`config.mk`:
```
export PLATFORM = sky130hd
export DESIGN_NAME = execute_stage
export DESIGN_NICKNAME = d
export VERILOG_FILES = /design/src/rtl/mips_pkg.sv /design/src/rtl/mdu_unit.sv /design/src/rtl/execute_stage.sv
export SDC_FILE = /design/constraint.sdc
export NUM_CORES = 1
export LEC_CHECK = 0
export ABC_AREA = 1
export BUFFER_PORTS_ARGS = -buffer_cell sky130_fd_sc_hd__buf_2
export CAP_MARGIN = 25
export CORE_ASPECT_RATIO = 1.75
export CORE_UTILIZATION = 39
export CTS_CLUSTER_DIAMETER = 40
export CTS_CLUSTER_SIZE = 40
export DETAILED_ROUTE_END_ITERATION = 7
export SYNTH_ARGS = -nofsm -noshare
export SYNTH_HDL_FRONTEND = slang
export SYNTH_HIERARCHICAL = 1
export SYNTH_SLANG_ARGS = --single-unit
```
`constraint.sdc`:
```
create_clock -name clk -period 2.8 [get_ports clk]
set_input_delay 0.56 -clock clk [delete_from_list [all_inputs] [get_ports clk]]
set_output_delay 0.56 -clock clk [all_outputs]
set_load 0.05 [all_outputs]
```
`src/rtl/mips_pkg.sv`:
```
// Shared types and constants for the MIPS R2000 execute stage.
// Holds the ALU/MDU opcode enum, the MDU state enum, the EX/MEM payload struct
// and a decode helper for iterative mult/div operations.
// Optional feature macro: MDU_DIV_EN (enables DIV/DIVU in the MDU).
package mips_pkg;

  localparam int unsigned WIDTH     = 32;
  localparam int unsigned REG_AW    = 5;
  localparam int unsigned MDU_STEPS = 32;  // must equal WIDTH
  localparam int unsigned CNT_W     = $clog2(MDU_STEPS);

  typedef enum logic [3:0] {
    OP_AND   = 4'd0,
    OP_OR    = 4'd1,
    OP_ADD   = 4'd2,
    OP_SUB   = 4'd3,
    OP_SLT   = 4'd4,
    OP_NOR   = 4'd5,
    OP_XOR   = 4'd6,
    OP_SLL   = 4'd7,
    OP_SRL   = 4'd8,
    OP_SRA   = 4'd9,
    OP_MULT  = 4'd10,
    OP_MULTU = 4'd11,
    OP_DIV   = 4'd12,
    OP_DIVU  = 4'd13,
    OP_MFHI  = 4'd14,
    OP_MFLO  = 4'd15
  } alu_op_e;

  typedef enum logic [1:0] {
    MDU_IDLE = 2'd0,
    MDU_BUSY = 2'd1,
    MDU_DONE = 2'd2
  } mdu_state_e;

  // EX/MEM pipeline register payload
  typedef struct packed {
    logic [1:0]        wb;
    logic [2:0]        m;
    logic              zero;
    logic [WIDTH-1:0]  addr;
    logic [WIDTH-1:0]  wdata;
    logic [REG_AW-1:0] wreg;
  } ex_mem_t;

  // Ops that occupy the iterative MDU (divides only when the divider is built)
  function automatic logic is_mdu_op(alu_op_e op);
`ifdef MDU_DIV_EN
    return (op == OP_MULT) || (op == OP_MULTU) || (op == OP_DIV) || (op == OP_DIVU);
`else
    return (op == OP_MULT) || (op == OP_MULTU);
`endif
  endfunction

endpackage

```
`src/rtl/mdu_unit.sv`:
```
// Iterative multiply/divide unit owning HI/LO.
// One shift-add (multiply) or restoring-divide step per cycle, MDU_STEPS steps.
// Signed ops run on magnitudes; signs are applied as HI/LO are written.
// Ports: clk, rst_n; start_i (accept op in IDLE), op_i, a_i (rs), b_i (rt);
//        busy_o (BUSY), done_o (DONE), hi_o, lo_o (architectural HI/LO).
// Optional feature macro: MDU_DIV_EN (divider datapath).
module mdu_unit
  import mips_pkg::*;
(
  input  logic             clk,
  input  logic             rst_n,
  input  logic             start_i,
  input  alu_op_e          op_i,
  input  logic [WIDTH-1:0] a_i,
  input  logic [WIDTH-1:0] b_i,
  output logic             busy_o,
  output logic             done_o,
  output logic [WIDTH-1:0] hi_o,
  output logic [WIDTH-1:0] lo_o
);

  localparam int unsigned PW = 2 * WIDTH;

  mdu_state_e       state_q;
  logic [CNT_W-1:0] cnt_q;
  logic [PW-1:0]    acc_q, acc_d;   // {partial/remainder, multiplier/quotient}
  logic [WIDTH-1:0] mcand_q;        // multiplicand or divisor magnitude
  logic             neg_lo_q;       // product sign, or quotient sign for divides
  logic [WIDTH-1:0] hi_q, lo_q, hi_d, lo_d;

  logic             signed_op, a_neg, b_neg;
  logic [WIDTH-1:0] a_mag, b_mag;
  logic [WIDTH:0]   add_sum;

`ifdef MDU_DIV_EN
  logic           is_div_q, neg_hi_q, div_start;
  logic [WIDTH:0] div_shift, div_diff;
  assign div_start = (op_i == OP_DIV) || (op_i == OP_DIVU);
`endif

  // Operand magnitudes for signed ops
  assign signed_op = (op_i == OP_MULT) || (op_i == OP_DIV);
  assign a_neg     = signed_op & a_i[WIDTH-1];
  assign b_neg     = signed_op & b_i[WIDTH-1];
  assign a_mag     = a_neg ? WIDTH'(-a_i) : a_i;
  assign b_mag     = b_neg ? WIDTH'(-b_i) : b_i;

  // One iteration step
  always_comb begin
    acc_d   = acc_q;
    add_sum = '0;
`ifdef MDU_DIV_EN
    div_shift = '0;
    div_diff  = '0;
    if (is_div_q) begin
      // Restoring step: bring in next dividend bit, subtract if it fits
      div_shift = {acc_q[PW-1:WIDTH], acc_q[WIDTH-1]};
      div_diff  = div_shift - {1'b0, mcand_q};
      if (!div_diff[WIDTH]) acc_d = {div_diff[WIDTH-1:0], acc_q[WIDTH-2:0], 1'b1};
      else                  acc_d = {div_shift[WIDTH-1:0], acc_q[WIDTH-2:0], 1'b0};
    end else
`endif
    begin
      add_sum = {1'b0, acc_q[PW-1:WIDTH]} + (acc_q[0] ? {1'b0, mcand_q} : '0);
      acc_d   = {add_sum, acc_q[WIDTH-1:1]};
    end
  end

  // Sign fix-up of the final step's result
  always_comb begin
    hi_d = acc_d[PW-1:WIDTH];
    lo_d = acc_d[WIDTH-1:0];
`ifdef MDU_DIV_EN
    if (is_div_q) begin
      lo_d = neg_lo_q ? WIDTH'(-acc_d[WIDTH-1:0]) : acc_d[WIDTH-1:0];
      hi_d = neg_hi_q ? WIDTH'(-acc_d[PW-1:WIDTH]) : acc_d[PW-1:WIDTH];
    end else
`endif
    if (neg_lo_q) {hi_d, lo_d} = PW'(-acc_d);
  end

  // MDU FSM, counter and HI/LO
  always_ff @(posedge clk or negedge rst_n) begin
    if (!rst_n) begin
      state_q  <= MDU_IDLE;
      cnt_q    <= '0;
      acc_q    <= '0;
      mcand_q  <= '0;
      neg_lo_q <= 1'b0;
      hi_q     <= '0;
      lo_q     <= '0;
`ifdef MDU_DIV_EN
      is_div_q <= 1'b0;
      neg_hi_q <= 1'b0;
`endif
    end else begin
      unique case (state_q)
        MDU_IDLE: begin
          if (start_i) begin
            state_q  <= MDU_BUSY;
            cnt_q    <= '0;
            neg_lo_q <= a_neg ^ b_neg;
`ifdef MDU_DIV_EN
            is_div_q <= div_start;
            neg_hi_q <= a_neg;
            if (div_start) begin
              acc_q   <= {{WIDTH{1'b0}}, a_mag};
              mcand_q <= b_mag;
            end else
`endif
            begin
              acc_q   <= {{WIDTH{1'b0}}, b_mag};
              mcand_q <= a_mag;
            end
          end
        end
        MDU_BUSY: begin
          acc_q <= acc_d;
          cnt_q <= cnt_q + 1'b1;
          if (cnt_q == CNT_W'(MDU_STEPS - 1)) begin
            state_q <= MDU_DONE;
            hi_q    <= hi_d;
            lo_q    <= lo_d;
          end
        end
        MDU_DONE: state_q <= MDU_IDLE;
        default:  state_q <= MDU_IDLE;
      endcase
    end
  end

  assign busy_o = (state_q == MDU_BUSY);
  assign done_o = (state_q == MDU_DONE);
  assign hi_o   = hi_q;
  assign lo_o   = lo_q;

endmodule

```
`src/rtl/execute_stage.sv`:
```
// EX stage of the 5-stage MIPS R2000 pipeline (between ID and MEM).
// ALU, operand-B and destination muxes, stall generation for the iterative
// MDU, and the EX/MEM register driving MEM.
// Ports: clk, rst_n; ID/EX inputs wb_ex, m_ex, alu_ctrl, alu_src, reg_dst,
//        read_data_1/2, imm_ex, shamt_ex, rt_ex, rd_ex;
//        stall to hazard unit (combinational);
//        EX/MEM outputs wb_MEM, m, zero, address_MEM, write_data_mem, write_register_ex.
// Optional feature macro: MDU_DIV_EN (DIV/DIVU; otherwise they retire as bubbles).
module execute_stage
  import mips_pkg::*;
(
  input  logic              clk,
  input  logic              rst_n,
  input  logic [1:0]        wb_ex,
  input  logic [2:0]        m_ex,
  input  logic [3:0]        alu_ctrl,
  input  logic              alu_src,
  input  logic              reg_dst,
  input  logic [WIDTH-1:0]  read_data_1,
  input  logic [WIDTH-1:0]  read_data_2,
  input  logic [WIDTH-1:0]  imm_ex,
  input  logic [4:0]        shamt_ex,
  input  logic [REG_AW-1:0] rt_ex,
  input  logic [REG_AW-1:0] rd_ex,
  output logic              stall,
  output logic [1:0]        wb_MEM,
  output logic [2:0]        m,
  output logic              zero,
  output logic [WIDTH-1:0]  address_MEM,
  output logic [WIDTH-1:0]  write_data_mem,
  output logic [REG_AW-1:0] write_register_ex
);

  alu_op_e           op;
  logic [WIDTH-1:0]  op_b, result, hi, lo;
  logic [REG_AW-1:0] dest;
  logic              mdu_busy, mdu_done, mdu_idle, mdu_start, mf_op, div_nop;
  ex_mem_t           exm_q, exm_d;

  assign op   = alu_op_e'(alu_ctrl);
  assign op_b = alu_src ? imm_ex : read_data_2;
  assign dest = reg_dst ? rd_ex : rt_ex;

  mdu_unit u_mdu (
    .clk     (clk),
    .rst_n   (rst_n),
    .start_i (mdu_start),
    .op_i    (op),
    .a_i     (read_data_1),
    .b_i     (read_data_2),
    .busy_o  (mdu_busy),
    .done_o  (mdu_done),
    .hi_o    (hi),
    .lo_o    (lo)
  );

  assign mdu_idle  = !mdu_busy && !mdu_done;
  assign mdu_start = mdu_idle && is_mdu_op(op);
  assign mf_op     = (op == OP_MFHI) || (op == OP_MFLO);

`ifdef MDU_DIV_EN
  assign div_nop = 1'b0;
`else
  assign div_nop = (op == OP_DIV) || (op == OP_DIVU);
`endif

  // Hold ID/EX while an MDU op is accepted or running, or HI/LO are not yet final
  assign stall = rst_n && (mdu_start || mdu_busy || (mf_op && !mdu_idle));

  // Single-cycle ALU; MDU ops themselves produce no address
  always_comb begin
    result = '0;
    unique case (op)
      OP_AND:  result = read_data_1 & op_b;
      OP_OR:   result = read_data_1 | op_b;
      OP_ADD:  result = read_data_1 + op_b;
      OP_SUB:  result = read_data_1 - op_b;
      OP_SLT:  result = {{(WIDTH-1){1'b0}}, ($signed(read_data_1) < $signed(op_b))};
      OP_NOR:  result = ~(read_data_1 | op_b);
      OP_XOR:  result = read_data_1 ^ op_b;
      OP_SLL:  result = op_b << shamt_ex;
      OP_SRL:  result = op_b >> shamt_ex;
      OP_SRA:  result = WIDTH'($signed(op_b) >>> shamt_ex);
      OP_MFHI: result = hi;
      OP_MFLO: result = lo;
      default: result = '0;
    endcase
  end

  // EX/MEM next state: bubble (address held) while stalled or on a disabled divide
  always_comb begin
    exm_d = exm_q;
    if (stall || div_nop) begin
      exm_d.wb   = '0;
      exm_d.m    = '0;
      exm_d.wreg = '0;
    end else begin
      exm_d.wb    = wb_ex;
      exm_d.m     = m_ex;
      exm_d.zero  = (result == '0);
      exm_d.addr  = result;
      exm_d.wdata = read_data_2;
      exm_d.wreg  = dest;
    end
  end

  always_ff @(posedge clk or negedge rst_n) begin
    if (!rst_n) exm_q <= '0;
    else        exm_q <= exm_d;
  end

  assign wb_MEM            = exm_q.wb;
  assign m                 = exm_q.m;
  assign zero              = exm_q.zero;
  assign address_MEM       = exm_q.addr;
  assign write_data_mem    = exm_q.wdata;
  assign write_register_ex = exm_q.wreg;

endmodule

```
==> results of run 1 <==
[sequential cells by signal (all words and copies together), names as in the netlist]
register	flops
wb_MEM	2
address_MEM	32
write_register_ex	5
u_mdu/state_q	2
write_data_mem	32
u_mdu/cnt_q	5
u_mdu/hi_o	32
m	3
u_mdu/lo_o	32
u_mdu/mcand_q	32
u_mdu/neg_lo_q	1
zero	1
u_mdu/acc_q	64
[how the worst max path moves through the flow]
stage / endpoint / depth (start not counted) / slack [ns] / from
final: u_mdu/hi_o[25] / 18 / -0.37 / u_mdu/acc_q[0]
after global routing: u_mdu/hi_o[25] / 18 / -0.47 / u_mdu/acc_q[0]
after CTS: u_mdu/hi_o[30] / 24 / -0.27 / u_mdu/acc_q[0]
after detailed placement: zero / 25 / -1.44 / alu_src
after global placement: zero / 25 / -1.48 / alu_src
after floorplan: zero / 26 / -0.07 / alu_src
[worst max-delay path, cell delays in order (launching register included)]
cell and delay, ns:
dfrtp_2 0.50, nand2_2 0.10, inv_2 0.04, ha_4 0.15, fa_2 0.37, nand3_2 0.11
nand3_4 0.13, buf_6 0.16, nand3_4 0.05, nand3_4 0.19, nand2_2 0.17, nand2_4 0.07
nor2_4 0.13, buf_6 0.12, nand4_1 0.23, o21ai_4 0.26, nand3_1 0.10, nand3_1 0.09
nand2_1 0.06
[cell usage in the layout (no fill, tap or decap), drive strengths merged, types with 83 or more instances in the layout]
master	count
xor2	83
nor2	426
ha	142
dfrtp	243
buf	1286
nand3	587
inv	607
nand2	1518
a21oi	131
o21ai	313
[metal layers]
| metal | GRT usage | vias up | wire length (um) |
|---|---|---|---|
| met5 | 0 | - | 55 |
| met1 | 0.4342 | 17010 | 54320 |
| met2 | 0.7652 | 1563 | 77200 |
| met4 | 0.4574 | 8 | 20550 |
| li1 | - | 16890 | - |
| met3 | 0.06128 | 714 | 8748 |
[through the flow]
step	worst slack (ns)	setup TNS [ns]	cell area, um2	utilization
after floorplan	-0.06605	-0.06605	27260	-
after global placement	-1.478	-37.80	36590	0.5343
after detailed placement	-1.443	-38.21	36590	0.5343
after CTS	-0.2683	-3.893	40150	0.5862
after global routing	-0.4691	-11.34	42970	0.6274
final	-0.3735	-6.345	42980	0.6275
[cell type report]
cell class / instances / area (um2)
Antenna cell: 4 / 10.01
Clock buffer: 40 / 883.3
Clock inverter: 21 / 304.0
Fill cell: 6413 / 25510
Inverter: 609 / 2345
Multi-Input combinational cell: 3506 / 21970
Sequential cell: 243 / 6082
Tap cell: 903 / 1130
Timing Repair Buffer: 1289 / 10250
[repair_timing]
item,CTS,global route
resized for setup,465,684
hold buffers,1,0
setup endpoints to repair,57,60
gates cloned,2,2
pin swaps,103,303
buffers inserted,57,52
hold endpoints to repair,11,0
[power by group through the flow]
stage	logic (mW)	registers (mW)	clock network, mW
4_1_cts	16.9	5.35	4.72
5_1_grt	21.0	5.54	4.83
2_1_floorplan	7.37	6.14	0
3_5_place_dp	15.1	5.32	0
6_report	19.9	5.45	4.67
3_3_place_gp	15.0	5.31	0
[cells by family after synthesis]
group	count (synthesis)	share of synthesized area
buffers and inverters	778	0.1173
AOI/OAI and AO/OA	571	0.1209
and+or+nand+nor	2693	0.4363
xor gates and xnor gates	97	0.03155
adders and majority gates	145	0.06820
DFF	243	0.2258
==> out/results.ini, run 1 <==
[timing]
worst_slack_ns = -0.3735
worstMarginPinSlew_ns = 1.041
fmax_mhz = 315.1
layout_min_cycle_time_ns = 3.174
period_share = 1.133
slew_headroom = 0.3032
setup_viol = 36
maxSlewViolCount = 0
holdWs_ns = 0.1958
finClkSkew_ns = 0.02247
rsz0062_at_grt = true
hold_violations = 0

[cts]
cts_root_buf = clkbuf_16
cts-htree-levels = 2
cts_buffers = 34
cts_tree = yes
clk_latency_ns = 0.58
cts.sinks = 243
clock_path_buffers = 3
clkTransAtPathRegs_ns = 0.07

[synthesis]
synth_cell_type_count = 60
synth_fp_nets = 4796
ys_warn_count = 6
synth_top_area_cell = dfrtp_1
yosys-top-cells-count = 1470 x nand2_1, 579 x inv_1, 544 x nand3_1, 386 x nor2_1, 271 x o21ai_0
post-synth-top-count-cell = nand2_1
syn_inst = 4527
synth_top_area_share = 0.2258
synth-edff-count = 0
ys_top_cells_by_area = dfrtp_1 23%, nand2_1 20%, nand3_1 10%
syn_area_per_cell_um2 = 5.949
ys_ff_latch = 243
syn-cell-area_um2 = 26930
async_flop_share = 1.000
ys_seq_area_frac = 0.2258
ys.flop_type = dfrtp_1

[setup_path]
worstSetupPathType = flip-flop to flip-flop
r2r_end = u_mdu/hi_o[25]
crit_fanout = 5
end_kind = flip-flop
reg2reg_depth = 18
r2r_slack_ns = -0.37
r2r-start = u_mdu/acc_q[0]
crit_required_ns = 3.26
startpoint_type = flip-flop
cp.arrival_ns = 3.64

[drt]
vias = 36180
avgViaCountPerCell = 5.469
routed_wl_um = 160900
drc = 4
drt_iter0_drc = 2957
wire_per_inst_um = 24.32
dr.pass1.iters = 8
antenna_left = 0

[placed_design]
dp_cells = 6445
gp_congestion = 1.082
portBuffers = 199
dp_hpwl_um = 128500

[worst_hold_path]
min_from = m_ex[0]
min_to = m[0]
hold_class = primary input to flip-flop
whs_path_depth = 3

[power]
ir_drop_mv = 0.5537
power.total_mw = 29.98
pwr-share-comb = 0.663
pwr-share-seq = 0.182
p_sw_frac = 0.4952
power-per-cell-area_nw_per_um2 = 697.7
cellLeakagePower_nw = 22.38
clockPowerShare = 0.156
p_sw_mw = 14.85
internal_power_mw = 15.13

[global_route]
grt_pass1_wl_um = 224000
first_global_vias = 35130
track_usage = 0.4378
grt_overflow_total = 0
antenna_found_initial = 8
grt_max_degree = 142

[floorplan]
rows = 127
coreArea_um2 = 68490
die_h_um = 349.6
die_width_um = 200.6
ios = 200
die_area_um2 = 70150
start_util = 0.3932

[run_status]
run_status = complete, but fails checks
violations = DRC, setup timing

[cells_and_area]
drive_above_1_share = 0.4096
nNetsFinal = 5952
area_growth_syn_to_layout_pct = 59.58
stdcell_count = 6615

[run]
drv_cap = 0

(Power assumes the default switching activity.)
==> inputs of run 2 (changes only) <==
Settings changed: CTS_BUF_LIST set to sky130_fd_sc_hd__clkbuf_2 sky130_fd_sc_hd__clkbuf_4 sky130_fd_sc_hd__clkbuf_8.
==> run 2 against run 1 <==
Compared with the run above: the flow still finishes with violations (DRC, setup timing); hold slack worse by 0.096 ns; cell count down 0.67%; routed wire length down 3.7%; sequential share of layout area up 0.75 points; power down 12%; die area unchanged; sequential power down 2%; clock-buffer cell count unchanged; clock skew up 0.015 ns.
==> out/results.ini, run 2 (synthesis results as in run 1) <==
[cells_and_area]
finalInstanceArea_um2 = 40830
multi_input_area_um2 = 20690
largest_register = u_mdu/acc_q
final_cell_mix = 1308 x nand2_1, 956 x buf_4, 529 x inv_1, 482 x nand3_1, 283 x nor2_1
final_util = 0.5961
nNetsFinal = 5909
area_growth_syn_to_layout_pct = 51.59
fill_cells = 6821
final_common_cell = nand2_1
drive_above_1_share = 0.3592
largest_reg_flops = 64
ff_latch_area_um2 = 6083

[worst_hold_path]
hold_class = primary input to flip-flop
min_from = m_ex[0]
min_to = m[0]
whs_path_depth = 3

[setup_path]
r2r_slack_ns = -0.26
r2r-start = u_mdu/acc_q[0]
crit_required_ns = 3.34
reg2reg_depth = 16
cp.arrival_ns = 3.60
max_stage_delay_ns = 0.46
end_kind = flip-flop
crit_top_cell = nand2_2
r2r_end = u_mdu/hi_o[31]
path_cells = buf_12 > nand2_2 > inv_1 > fa_2 > buf_6 > xor2_2 > nor3_2 > nand3_2 > nor2_4 > nand2_2 > nor2_4 > nand3_4 > nand2_2 > nand3_1 > nand3_4 > nand2_1
cp_slowest_cell = dfrtp_2
crit_fanout = 17
worstSetupPathType = flip-flop to flip-flop
startpoint_type = flip-flop

[timing]
hold_violations = 0
maxSlewViolCount = 0
rsz0062_at_grt = true
worstMarginPinSlew_ns = 1.051
setup_viol = 27
fmax_mhz = 326.7
period_share = 1.093
worst_slack_ns = -0.2611
slew_headroom = 0.2967
finClkSkew_ns = 0.03796
setup_tns_ns = -3.737
layout_min_cycle_time_ns = 3.061

[cts]
cts_buffers = 34
cts.sinks = 243
clock_path_buffers = 3
cts_root_buf = clkbuf_8
cts-htree-levels = 2
cts_tree = yes
clk_latency_ns = 0.66
clkTransAtPathRegs_ns = 0.10

[drt]
wire_per_inst_um = 23.59
dr.pass1.iters = 8
drt_iter0_drc = 2652
routed_wl_um = 155000
avgViaCountPerCell = 5.348
antenna_left = 0
drc = 4
vias = 35140

[power]
p_sw_mw = 13.19
internal_power_mw = 13.11
clockPowerShare = 0.132
ir_drop_mv = 0.4734
p_sw_frac = 0.5015
cellLeakagePower_nw = 21.46
pwr-share-comb = 0.664
power-per-cell-area_nw_per_um2 = 644.3
pwr-share-seq = 0.204

[global_route]
track_usage = 0.4299
grt_max_degree = 142
busiest_layer = met2
met3_usage = 0.05942
use_met1 = 0.4261
use_met2 = 0.7569
grt_overflow_total = 0
antenna_found_initial = 6
first_global_vias = 34440
grt_pass1_wl_um = 219500

[placed_design]
dp_hpwl_um = 128500
place_area_um2 = 36590
portBuffers = 199
place_ws_ns = -1.443
gp_congestion = 1.082

[floorplan]
ios = 200
die_area_um2 = 70150
coreArea_um2 = 68490
die_h_um = 349.6
start_util = 0.3932
rows = 127
die_width_um = 200.6

[run_status]
run_status = complete, but fails checks
violations = DRC, setup timing

[run]
drv_cap = 0

[run 2: worst max-delay path, delay by kind of cell (launching register included)]
family	cells	cell delay [ns]
fa+ha+maj	1	0.40
buf+inv	3	0.39
simple gates	11	1.50
xor+xnor	1	0.19
flops	1	0.46
[run 2: timing repair]
action	in CTS	in global routing
setup buffers	24	36
setup endpoints to repair	54	67
hold endpoints to repair	11	0
hold buffers	1	0
gates cloned	0	3
resized for setup	204	510
pin swaps	27	155
[run 2: stage by stage]
stage	cells	hold WS [ns]	power, mW
2_1_floorplan	4527	0.2644	13.51
3_3_place_gp	6445	0.3927	20.34
3_5_place_dp	6445	0.3946	20.43
4_1_cts	6531	0.08397	24.57
5_1_grt	6569	0.1017	27.80
6_report	6571	0.09948	26.30
[run 2: cell type report]
type / instances / area share
Antenna cell: 3 / 0.0001839
Clock buffer: 40 / 0.01272
Clock inverter: 21 / 0.007202
Inverter: 609 / 0.05697
Multi-Input combinational cell: 3506 / 0.5067
Sequential cell: 243 / 0.1490
Tap cell: 903 / 0.02767
Timing Repair Buffer: 1246 / 0.2395
[run 2: power groups by stage]
stage / Combinational, mW / Clock (mW) / Sequential [mW]
after CTS: 15.7 / 3.53 / 5.29
after detailed placement: 15.1 / 0 / 5.32
after floorplan: 7.37 / 0 / 6.14
after global placement: 15.0 / 0 / 5.31
final: 17.5 / 3.47 / 5.36
after global routing: 18.7 / 3.64 / 5.47
[run 2: how the worst max path moves through the flow]
stage                        start              to  slack, ns  depth (start not counted)
detailed placement         alu_src            zero      -1.44                         25
floorplan                  alu_src            zero      -0.07                         26
global placement           alu_src            zero      -1.48                         25
finish              u_mdu/acc_q[0]  u_mdu/hi_o[31]      -0.26                         16
global route        u_mdu/acc_q[0]  u_mdu/hi_o[27]      -0.40                         22
CTS                 u_mdu/acc_q[0]  u_mdu/hi_o[30]      -0.29                         20
[run 2: routing by layer]
layer  vias up  wire length [um]
met2      1261             75060
met5         -                19
met4         2             18850
met3       542              7498
met1     16560             53570
li1      16780                 -
